`config.mk`:
```
export PLATFORM = sky130hd
export DESIGN_NAME = color_matrix_inverse
export DESIGN_NICKNAME = d
export VERILOG_FILES = /design/src/rtl/color_matrix_inverse_pkg.sv /design/src/rtl/coef_dot3.sv /design/src/rtl/color_matrix_inverse.sv
export SDC_FILE = /design/constraint.sdc
export NUM_CORES = 2
export LEC_CHECK = 0
export BUFFER_PORTS_ARGS = -buffer_cell sky130_fd_sc_hd__buf_4
export CAP_MARGIN = 10
export CORE_AREA = 3 3 313 346
export CTS_CLUSTER_SIZE = 25
export DETAILED_ROUTE_END_ITERATION = 8
export DIE_AREA = 0 0 316 349
export PLACE_DENSITY = 0.6
export SYNTH_ARGS = -nofsm -noshare
export SYNTH_HDL_FRONTEND = slang
export SYNTH_SLANG_ARGS = --single-unit
```
`constraint.sdc`:
```
create_clock -name clock -period 21.1 [get_ports clock]
set_clock_uncertainty 0.15 [all_clocks]
set_input_delay 1.055 -clock clock [delete_from_list [all_inputs] [get_ports clock]]
set_output_delay 1.055 -clock clock [all_outputs]
set_load 0.01 [all_outputs]
```
`src/rtl/color_matrix_inverse_pkg.sv`:
```
// ---------------------------------------------------------------------------
// color_matrix_inverse_pkg
// Shared constants for the colour-matrix inverse block:
//   - default data / coefficient / fraction widths
//   - coefficient address map (address = 3*row + col)
//   - identity reset value for the coefficient banks
// ---------------------------------------------------------------------------
package color_matrix_inverse_pkg;

  localparam int DSIZE_DEF = 8;
  localparam int MSIZE_DEF = 8;
  localparam int FRAC_DEF  = 5;

  localparam int COEF_NUM = 9;

  localparam int ADDR_M00 = 0;
  localparam int ADDR_M01 = 1;
  localparam int ADDR_M02 = 2;
  localparam int ADDR_M10 = 3;
  localparam int ADDR_M11 = 4;
  localparam int ADDR_M12 = 5;
  localparam int ADDR_M20 = 6;
  localparam int ADDR_M21 = 7;
  localparam int ADDR_M22 = 8;

  // First address past the coefficient map; writes at or above it are dropped.
  localparam logic [3:0] ADDR_LIMIT = 4'd9;

  // Identity matrix: diagonal = 1.0 (2^frac, positive sign), off-diagonal = 0.
  function automatic int identity_coef(input int addr, input int frac);
    if (addr == ADDR_M00 || addr == ADDR_M11 || addr == ADDR_M22) begin
      return 1 << frac;
    end
    return 0;
  endfunction

endpackage

```
`src/rtl/coef_dot3.sv`:
```
// ---------------------------------------------------------------------------
// coef_dot3
// One matrix row: res = clamp(round((m0*in0 + m1*in1 + m2*in2) / 2^FRAC)).
// Coefficients are sign-magnitude; inputs are two's complement.
// Four enable-gated stages; the result register is the last stage.
// Ports:
//   clock, rst_n   clock, async active-low reset (clears res only)
//   en             pipeline advance
//   in0..in2       signed DSIZE+1 bit components (L, A, B)
//   m0..m2         sign-magnitude MSIZE bit coefficients for this row
//   res            clamped unsigned DSIZE bit result
// ---------------------------------------------------------------------------
module coef_dot3
  import color_matrix_inverse_pkg::*;
#(
  parameter int DSIZE = DSIZE_DEF,
  parameter int MSIZE = MSIZE_DEF,
  parameter int FRAC  = FRAC_DEF
) (
  input  logic                  clock,
  input  logic                  rst_n,
  input  logic                  en,
  input  logic signed [DSIZE:0] in0,
  input  logic signed [DSIZE:0] in1,
  input  logic signed [DSIZE:0] in2,
  input  logic [MSIZE-1:0]      m0,
  input  logic [MSIZE-1:0]      m1,
  input  logic [MSIZE-1:0]      m2,
  output logic [DSIZE-1:0]      res
);

  localparam int PW = DSIZE + MSIZE;
  localparam int SW = PW + 2;
  localparam logic signed [SW-1:0] HALF    = SW'(1 << (FRAC - 1));
  localparam logic signed [SW-1:0] OUT_MAX = SW'((1 << DSIZE) - 1);

  // Round half toward +infinity, then drop the fraction bits.
  function automatic logic signed [SW-1:0] round_shift(input logic signed [SW-1:0] s);
    return (s + HALF) >>> FRAC;
  endfunction

  function automatic logic [DSIZE-1:0] clamp_out(input logic signed [SW-1:0] v);
    if (v[SW-1]) begin
      return '0;
    end
    if (v > OUT_MAX) begin
      return '1;
    end
    return v[DSIZE-1:0];
  endfunction

  logic signed [DSIZE:0]   in_a [3];
  logic [MSIZE-1:0]        m_a  [3];
  logic signed [PW-1:0]    mag_prod [3];

  assign in_a[0] = in0;
  assign in_a[1] = in1;
  assign in_a[2] = in2;
  assign m_a[0]  = m0;
  assign m_a[1]  = m1;
  assign m_a[2]  = m2;

  // Magnitude is at most 2^(MSIZE-1)-1, so |product| fits in PW signed bits,
  // and so does its negation in the next stage.
  always_comb begin
    for (int j = 0; j < 3; j++) begin
      mag_prod[j] = PW'(in_a[j]) * PW'($signed({1'b0, m_a[j][MSIZE-2:0]}));
    end
  end

  logic signed [PW-1:0] mag_prod_p1 [3];
  logic [2:0]           sign_p1;
  logic signed [PW-1:0] sprod_p2 [3];
  logic signed [SW-1:0] sum01_p3;
  logic signed [PW-1:0] col2_p3;
  logic signed [SW-1:0] sum_all;

  always_ff @(posedge clock) begin
    if (en) begin
      // S1: magnitude products, coefficient signs captured with the sample
      for (int j = 0; j < 3; j++) begin
        mag_prod_p1[j] <= mag_prod[j];
        sign_p1[j]     <= m_a[j][MSIZE-1];
      end
      // S2: apply signs
      for (int j = 0; j < 3; j++) begin
        sprod_p2[j] <= sign_p1[j] ? -mag_prod_p1[j] : mag_prod_p1[j];
      end
      // S3: partial sum of columns 0 and 1, column 2 carried along
      sum01_p3 <= SW'(sprod_p2[0]) + SW'(sprod_p2[1]);
      col2_p3  <= sprod_p2[2];
    end
  end

  assign sum_all = sum01_p3 + SW'(col2_p3);

  // S4: final add, round, clamp into the output register
  always_ff @(posedge clock or negedge rst_n) begin
    if (!rst_n) begin
      res <= '0;
    end else if (en) begin
      res <= clamp_out(round_shift(sum_all));
    end
  end

endmodule

```
`src/rtl/color_matrix_inverse.sv`:
```
// ---------------------------------------------------------------------------
// color_matrix_inverse
// 3x3 sign-magnitude matrix applied to (L, A, B) producing clamped (R, G, B).
// Four-stage pipeline with a single global enable (valid/ready handshake).
// Coefficients are written into a shadow bank and copied into the active
// bank by a commit pulse; each sample captures the active coefficients at
// acceptance, so in-flight samples are unaffected by a commit.
// Ports:
//   clock, rst_n                 clock, async active-low reset
//   i_valid / i_ready            input handshake
//   iL, iA, iB                   signed DSIZE+1 bit components
//   o_valid / o_ready            output handshake
//   Ro, Go, Bo                   unsigned DSIZE bit components
//   coef_we, coef_addr,
//   coef_data                    shadow coefficient write (addr = 3*row+col)
//   coef_commit                  copy shadow bank into active bank
// ---------------------------------------------------------------------------
module color_matrix_inverse
  import color_matrix_inverse_pkg::*;
#(
  parameter int DSIZE = DSIZE_DEF,
  parameter int MSIZE = MSIZE_DEF,
  parameter int FRAC  = FRAC_DEF
) (
  input  logic                  clock,
  input  logic                  rst_n,
  input  logic                  i_valid,
  output logic                  i_ready,
  input  logic signed [DSIZE:0] iL,
  input  logic signed [DSIZE:0] iA,
  input  logic signed [DSIZE:0] iB,
  output logic                  o_valid,
  input  logic                  o_ready,
  output logic [DSIZE-1:0]      Ro,
  output logic [DSIZE-1:0]      Go,
  output logic [DSIZE-1:0]      Bo,
  input  logic                  coef_we,
  input  logic [3:0]            coef_addr,
  input  logic [MSIZE-1:0]      coef_data,
  input  logic                  coef_commit
);

  logic en;
  logic vld_p1, vld_p2, vld_p3;

  // The whole pipeline moves together; it stalls only when a valid output
  // is being refused downstream.
  assign en      = o_ready | ~o_valid;
  assign i_ready = en;

  always_ff @(posedge clock or negedge rst_n) begin
    if (!rst_n) begin
      vld_p1  <= 1'b0;
      vld_p2  <= 1'b0;
      vld_p3  <= 1'b0;
      o_valid <= 1'b0;
    end else if (en) begin
      vld_p1  <= i_valid;
      vld_p2  <= vld_p1;
      vld_p3  <= vld_p2;
      o_valid <= vld_p3;
    end
  end

  logic [MSIZE-1:0] shadow [COEF_NUM];
  logic [MSIZE-1:0] active [COEF_NUM];

  // Commit copies the shadow contents as they were before this edge, so a
  // write in the same cycle only reaches the shadow bank. Commit ignores en.
  always_ff @(posedge clock or negedge rst_n) begin
    if (!rst_n) begin
      for (int i = 0; i < COEF_NUM; i++) begin
        shadow[i] <= MSIZE'(identity_coef(i, FRAC));
        active[i] <= MSIZE'(identity_coef(i, FRAC));
      end
    end else begin
      if (coef_commit) begin
        for (int i = 0; i < COEF_NUM; i++) begin
          active[i] <= shadow[i];
        end
      end
      if (coef_we && (coef_addr < ADDR_LIMIT)) begin
        shadow[coef_addr] <= coef_data;
      end
    end
  end

  coef_dot3 #(.DSIZE(DSIZE), .MSIZE(MSIZE), .FRAC(FRAC)) u_row_r (
    .clock (clock),
    .rst_n (rst_n),
    .en    (en),
    .in0   (iL),
    .in1   (iA),
    .in2   (iB),
    .m0    (active[ADDR_M00]),
    .m1    (active[ADDR_M01]),
    .m2    (active[ADDR_M02]),
    .res   (Ro)
  );

  coef_dot3 #(.DSIZE(DSIZE), .MSIZE(MSIZE), .FRAC(FRAC)) u_row_g (
    .clock (clock),
    .rst_n (rst_n),
    .en    (en),
    .in0   (iL),
    .in1   (iA),
    .in2   (iB),
    .m0    (active[ADDR_M10]),
    .m1    (active[ADDR_M11]),
    .m2    (active[ADDR_M12]),
    .res   (Go)
  );

  coef_dot3 #(.DSIZE(DSIZE), .MSIZE(MSIZE), .FRAC(FRAC)) u_row_b (
    .clock (clock),
    .rst_n (rst_n),
    .en    (en),
    .in0   (iL),
    .in1   (iA),
    .in2   (iB),
    .m0    (active[ADDR_M20]),
    .m1    (active[ADDR_M21]),
    .m2    (active[ADDR_M22]),
    .res   (Bo)
  );

endmodule

```
======== Word level (Yosys, flattened, before mapping) ========
Memory sizes are Yosys's and may differ from the RTL's. A register that Yosys moved wholly into a read port is not among the register bits.
Cells that the tools add are included.
cells by class
  add/subtract/negate cells ............... 18
  magnitude comparators ................... 6
  reductions and logical operators ........ 2
  muxes and demuxes ....................... 41
  bitwise logic cells ..................... 3
  multiply operators ...................... 9
operators with widths
  cell                                                         count
  multiplier 9 x 8 -> 16 bit                                   9
  two-way mux 16 bit                                           9
  negation 16 bit                                              9
  two-way mux 8 bit                                            13
  bitwise mux 72 bit                                           1
  adder 18 x 16 -> 18 bit                                      3
  adder 18 x 6 -> 18 bit (second input constant)               3
  adder 16 x 16 -> 17 bit                                      3
  > comparator 13 x 9 -> 1 bit (second input constant)         3
  demux 8 bit (select 4 bit)                                   1
  two-way mux 1 bit                                            17
  greater-or-equal comparator 5 bit (second input constant)    1
  less-than comparator 5 x 1 -> 1 bit (second input constant)  1
  inverter 4 -> 5 bit                                          1
  less-than comparator 4 bit (second input constant)           1
  logical AND 1 bit                                            2
  inverter 1 bit                                               1
  OR 1 bit                                                     1
word-level totals
  logic and storage cells ................. 116
  bits in registers ....................... 235
  RAM bits ................................ 288
  memories ................................ 6
  output and inout bits ................... 26
  input bits .............................. 45
memory list
  name                 words  width  rd ports  clocked after Yosys merged registers in  wr ports  line             text
  u_row_b.mag_prod_p1  3      16     3         0                                        3         coef_dot3.sv:71  logic signed [PW-1:0] mag_prod_p1 [3];
  u_row_b.sprod_p2     3      16     3         1                                        3         coef_dot3.sv:73  logic signed [PW-1:0] sprod_p2 [3];
  u_row_g.mag_prod_p1  3      16     3         0                                        3         coef_dot3.sv:71
  u_row_g.sprod_p2     3      16     3         1                                        3         coef_dot3.sv:73
  u_row_r.mag_prod_p1  3      16     3         0                                        3         coef_dot3.sv:71
  u_row_r.sprod_p2     3      16     3         1                                        3         coef_dot3.sv:73

======== Logic depth before layout (Yosys ltp) ========
  depth after elaboration ................. 8
  mapped depth ............................ 19
  depth with buffers taken out ............ 18

======== Hierarchy ========
From an unflattened synthesis, not the netlist that was laid out.
second synthesis, totals
  cell total of the unflattened synthesis .. 4305
  area total of the unflattened synthesis .. 47376.7 um2
modules (own cells, without submodules)
  module                area each (um2)  cells an instance  seq. area each (um2)  instances
  coef_dot3 at u_row_g  14189.9          1333               4164.0                1
  coef_dot3 at u_row_b  13847.0          1328               4164.0                1
  coef_dot3 at u_row_r  13787.0          1323               4164.0                1
  color_matrix_inverse  5552.8           321                3711.1                1

======== Least setup slack after synthesis ========
Ideal clock, no wire load.
  kind .................................... input to register
  start point ............................. input o_ready
  end point ............................... register u_row_b.res[1]
  path buffers ............................ 2
  stages .................................. 5
  setup time .............................. 0.118 ns
  arrival time ............................ 13.790 ns
  path slack .............................. 7.041 ns
  required time ........................... 20.832 ns
  path through ............................ nor2b_1 clkbuf_1 clkinv_1 clkbuf_1 o221a_2
on the way
  cells in the longest elaborated chain, start to end .. 1
RTL lines
  item                  line                        text
  from (decl)           color_matrix_inverse.sv:33  input logic o_ready,
  OR 1 bit              color_matrix_inverse.sv:48  assign en = o_ready | ~o_valid;
  net i_ready           color_matrix_inverse.sv:28  output logic i_ready,
  to (signal assigned)  coef_dot3.sv:102            res <= clamp_out(round_shift(sum_all));
  to (decl)             coef_dot3.sv:29             output logic [DSIZE-1:0] res
The timed path passes the listed nets, and every way through them passes these cells.
A chain may end at the register's enable or synchronous reset.

==> results.sh <==
export IMPL_status="completed"
export IMPL_multi_input_area_sq_um=27300
export IMPL_vias_per_cell=4.94
export IMPL_ys_seq_area_share_pct=34.4
export IMPL_synth_cell_types=69
export IMPL_io_buffers=70
export IMPL_fin_cells=5864
export IMPL_clk_pin_slew_ns=0.06
export IMPL_final_cell_mix="inv_1, fa_1, and2_1"
export IMPL_syn_nets=5294
export IMPL_drt_wl_total_microns=97000
export IMPL_startpoint_type="primary input"
export IMPL_clockRootBuffer="clkbuf_16"
export IMPL_synth_edf_count=396
export IMPL_htree_levels=3
export IMPL_slew_violations=0
export IMPL_cts_tree="done"
export IMPL_post_cts_setup_buffers=0
export IMPL_cp_max_fo=21
export IMPL_detail_route_iter0_violations=1410
export IMPL_avgSynthCellArea_sq_um=10.8
export IMPL_cts_made_buffers=67
export IMPL_synth_cells=4367
export IMPL_clock_latency_ns=0.62
export IMPL_die_h_microns=349
export IMPL_layout_min_cycle_time_ns=5.13
export IMPL_max_stage_delay_ns=0.53
export IMPL_finalHoldViolCount=0
export IMPL_tns_ns=0
export IMPL_path_buf_inv=5
export IMPL_num_fill_cells=9617
export IMPL_die_x_microns=316
export IMPL_gp_congestion=0.813
export IMPL_ant_nets=0
export IMPL_grt_pass1_wl_microns=161000
export IMPL_grtUsageTotal_pct=18.4
export IMPL_seqCellArea_sq_um=16200
export IMPL_start_util_pct=44.7
export IMPL_relSlewSlack_pct=21.5
export IMPL_crit_required_ns=21.30
export IMPL_cts_max_path_buffers=3
export IMPL_synthToLayoutAreaGrowth_pct=9.02
export IMPL_end_kind="register"
export IMPL_syn_area_sq_um=47100
export IMPL_holdCritPathClass="reg2reg"
export IMPL_dp_hpwl_microns=73800
export IMPL_nets=5339
export IMPL_row_count=125
export IMPL_first_pass_iters=5
export IMPL_path_delay_family="adder cells"
export IMPL_layout_drive_gt1_share_pct=8.06
export IMPL_ioPinCount=71
export IMPL_dieArea_sq_um=110000
export IMPL_globalRoute_totalOverflow=0
export IMPL_crit_arrival_ns=5.33
export IMPL_fin_crit_sh_pct=24.3
export IMPL_synth_flop_cell="edfxtp_1"
export IMPL_dpl_cell_count=5740
export IMPL_drc=0
export IMPL_critical_path_slowest_cell="fa_1"
export IMPL_worstMarginPinSlew_ns=1.17
export IMPL_mostFrequentLayoutCell="inv_1"
export IMPL_crit_type="in2reg"
export IMPL_antenna_found_initial=6
export IMPL_crit_path_cell_trace="buf_4 > and2_1 > fa_1 > inv_1 > fa_1 > inv_1 > fa_1 > inv_1 > fa_1 > inv_1 > ha_1 > a21boi_0 > o21ai_0 > nand2b_1 > a21o_1 > a41o_1 > o41a_1 > xnor2_1"
export IMPL_synthArstFlopShare_pct=30.3
export IMPL_coreArea_sq_um=105000
export IMPL_yosys_warnings=0
export IMPL_cts_resized=0
export IMPL_rsz0062_at_grt="no"
export IMPL_fmax_mhz=195
export IMPL_wl_per_cell_microns=16.5
export IMPL_ys_seq_elements=568
export IMPL_cts_hold_buf=0
export IMPL_setup_viol=0
export IMPL_vias=28949
export IMPL_cts_sinks=568
export IMPL_grt_pass1_vias=30029
export IMPL_grt_max_degree=128
export IMPL_max_cap_violations=0
-- logic make-up (layout without fill, tap and decap cells) --
kind of cell    Yosys count  after routing  share of synthesized area (%)
xor+xnor                323            323                           6.01
simple gates           1102           1102                           12.2
fa+ha+maj               882            882                           30.5
compound gates          395            395                           5.80
mux                     146            146                           3.49
other cells               0              1                              0
buf+inv                 951           1050                           7.59
flops                   568            568                           34.4
-- cell usage after synthesis, types with 32 or more instances --
master	number	share of area (%)
nor2b_1	32	0.43
dfrtp_1	166	8.8
o21ai_0	98	1.0
a21oi_1	79	0.84
ha_1	438	12
inv_1	845	6.7
fa_1	444	19
mux2_2	144	3.4
nand2_1	298	2.4
o31ai_1	38	0.61
nor2_1	145	1.2
and2_1	442	5.9
clkbuf_1	100	0.80
xnor2_1	259	4.8
edfxtp_1	396	25
nand3_1	38	0.40
xor2_1	64	1.2
nor3_1	53	0.56
-- through the flow --
stage          area, sq um  worst slack (ns)  hold WS (ns)  utilization (%)
6_report             51300             15.98         0.259             48.8
5_1_grt              51300             15.72         0.260             48.8
4_1_cts              51300             16.02         0.250             48.8
3_5_place_dp         49100             15.35         0.255             46.6
3_3_place_gp         49100             15.38         0.251             46.6
2_1_floorplan        47100              7.04         0.250                -
-- registers in the layout, indices dropped and copies added (netlist names) --
signal and flops:
u_row_b.col2_p3 16, u_row_b.sum01_p3 17, vld_p2 1, u_row_b.res 8
u_row_r.sprod_p2 48, u_row_r.sign_p1 3, u_row_r.col2_p3 16, u_row_r.sum01_p3 17
u_row_g.sprod_p2 48, u_row_r.res 8, vld_p3 1, vld_p1 1
u_row_b.sprod_p2 48, u_row_b.mag_prod_p1 48, u_row_g.res 8, u_row_g.sign_p1 3
o_valid 1, u_row_r.mag_prod_p1 48, u_row_g.sum01_p3 17, shadow 72
u_row_g.col2_p3 16, u_row_g.mag_prod_p1 48, active 72, u_row_b.sign_p1 3
-- metal layers --
layer | track usage (%) | part of all wire, % | vias up | wire, microns
li1 | - | - | 14212 | -
met1 | 25.0 | 46 | 14262 | 44700
met2 | 30.4 | 47 | 349 | 46000
met3 | 2.62 | 3.5 | 124 | 3420
met4 | 5.77 | 3.0 | 2 | 2870
met5 | 0 | 0.013 | - | 13
-- layout make-up --
type                            count  area share [%]
Antenna cell                        1         0.00488
Clock buffer                       80            3.52
Clock inverter                     43           0.863
Inverter                          846            6.20
Multi-Input combinational cell   2848            53.2
Sequential cell                   568            31.6
Tap cell                         1397            3.41
Timing Repair Buffer               81            1.22
-- final timing paths --
check                                              to  slack [ns]  cells past startpoint                    from
min in group asynchronous                      vld_p3        0.28                      1                   rst_n
hold reg to reg                    u_row_r.col2_p3[4]        0.26                      0  u_row_r.sprod_p2[2][4]
setup reg to reg           u_row_g.mag_prod_p1[0][15]       16.03                     17              active[44]
setup / recovery           u_row_g.mag_prod_p1[0][15]       15.98                     18                   iL[3]
max in group asynchronous                  shadow[43]       19.26                      2                   rst_n
hold / removal                     u_row_r.col2_p3[4]        0.26                      0  u_row_r.sprod_p2[2][4]
Power is not shown: default switching activity piles up to over one toggle a cycle in this logic, so the estimate is an artifact.
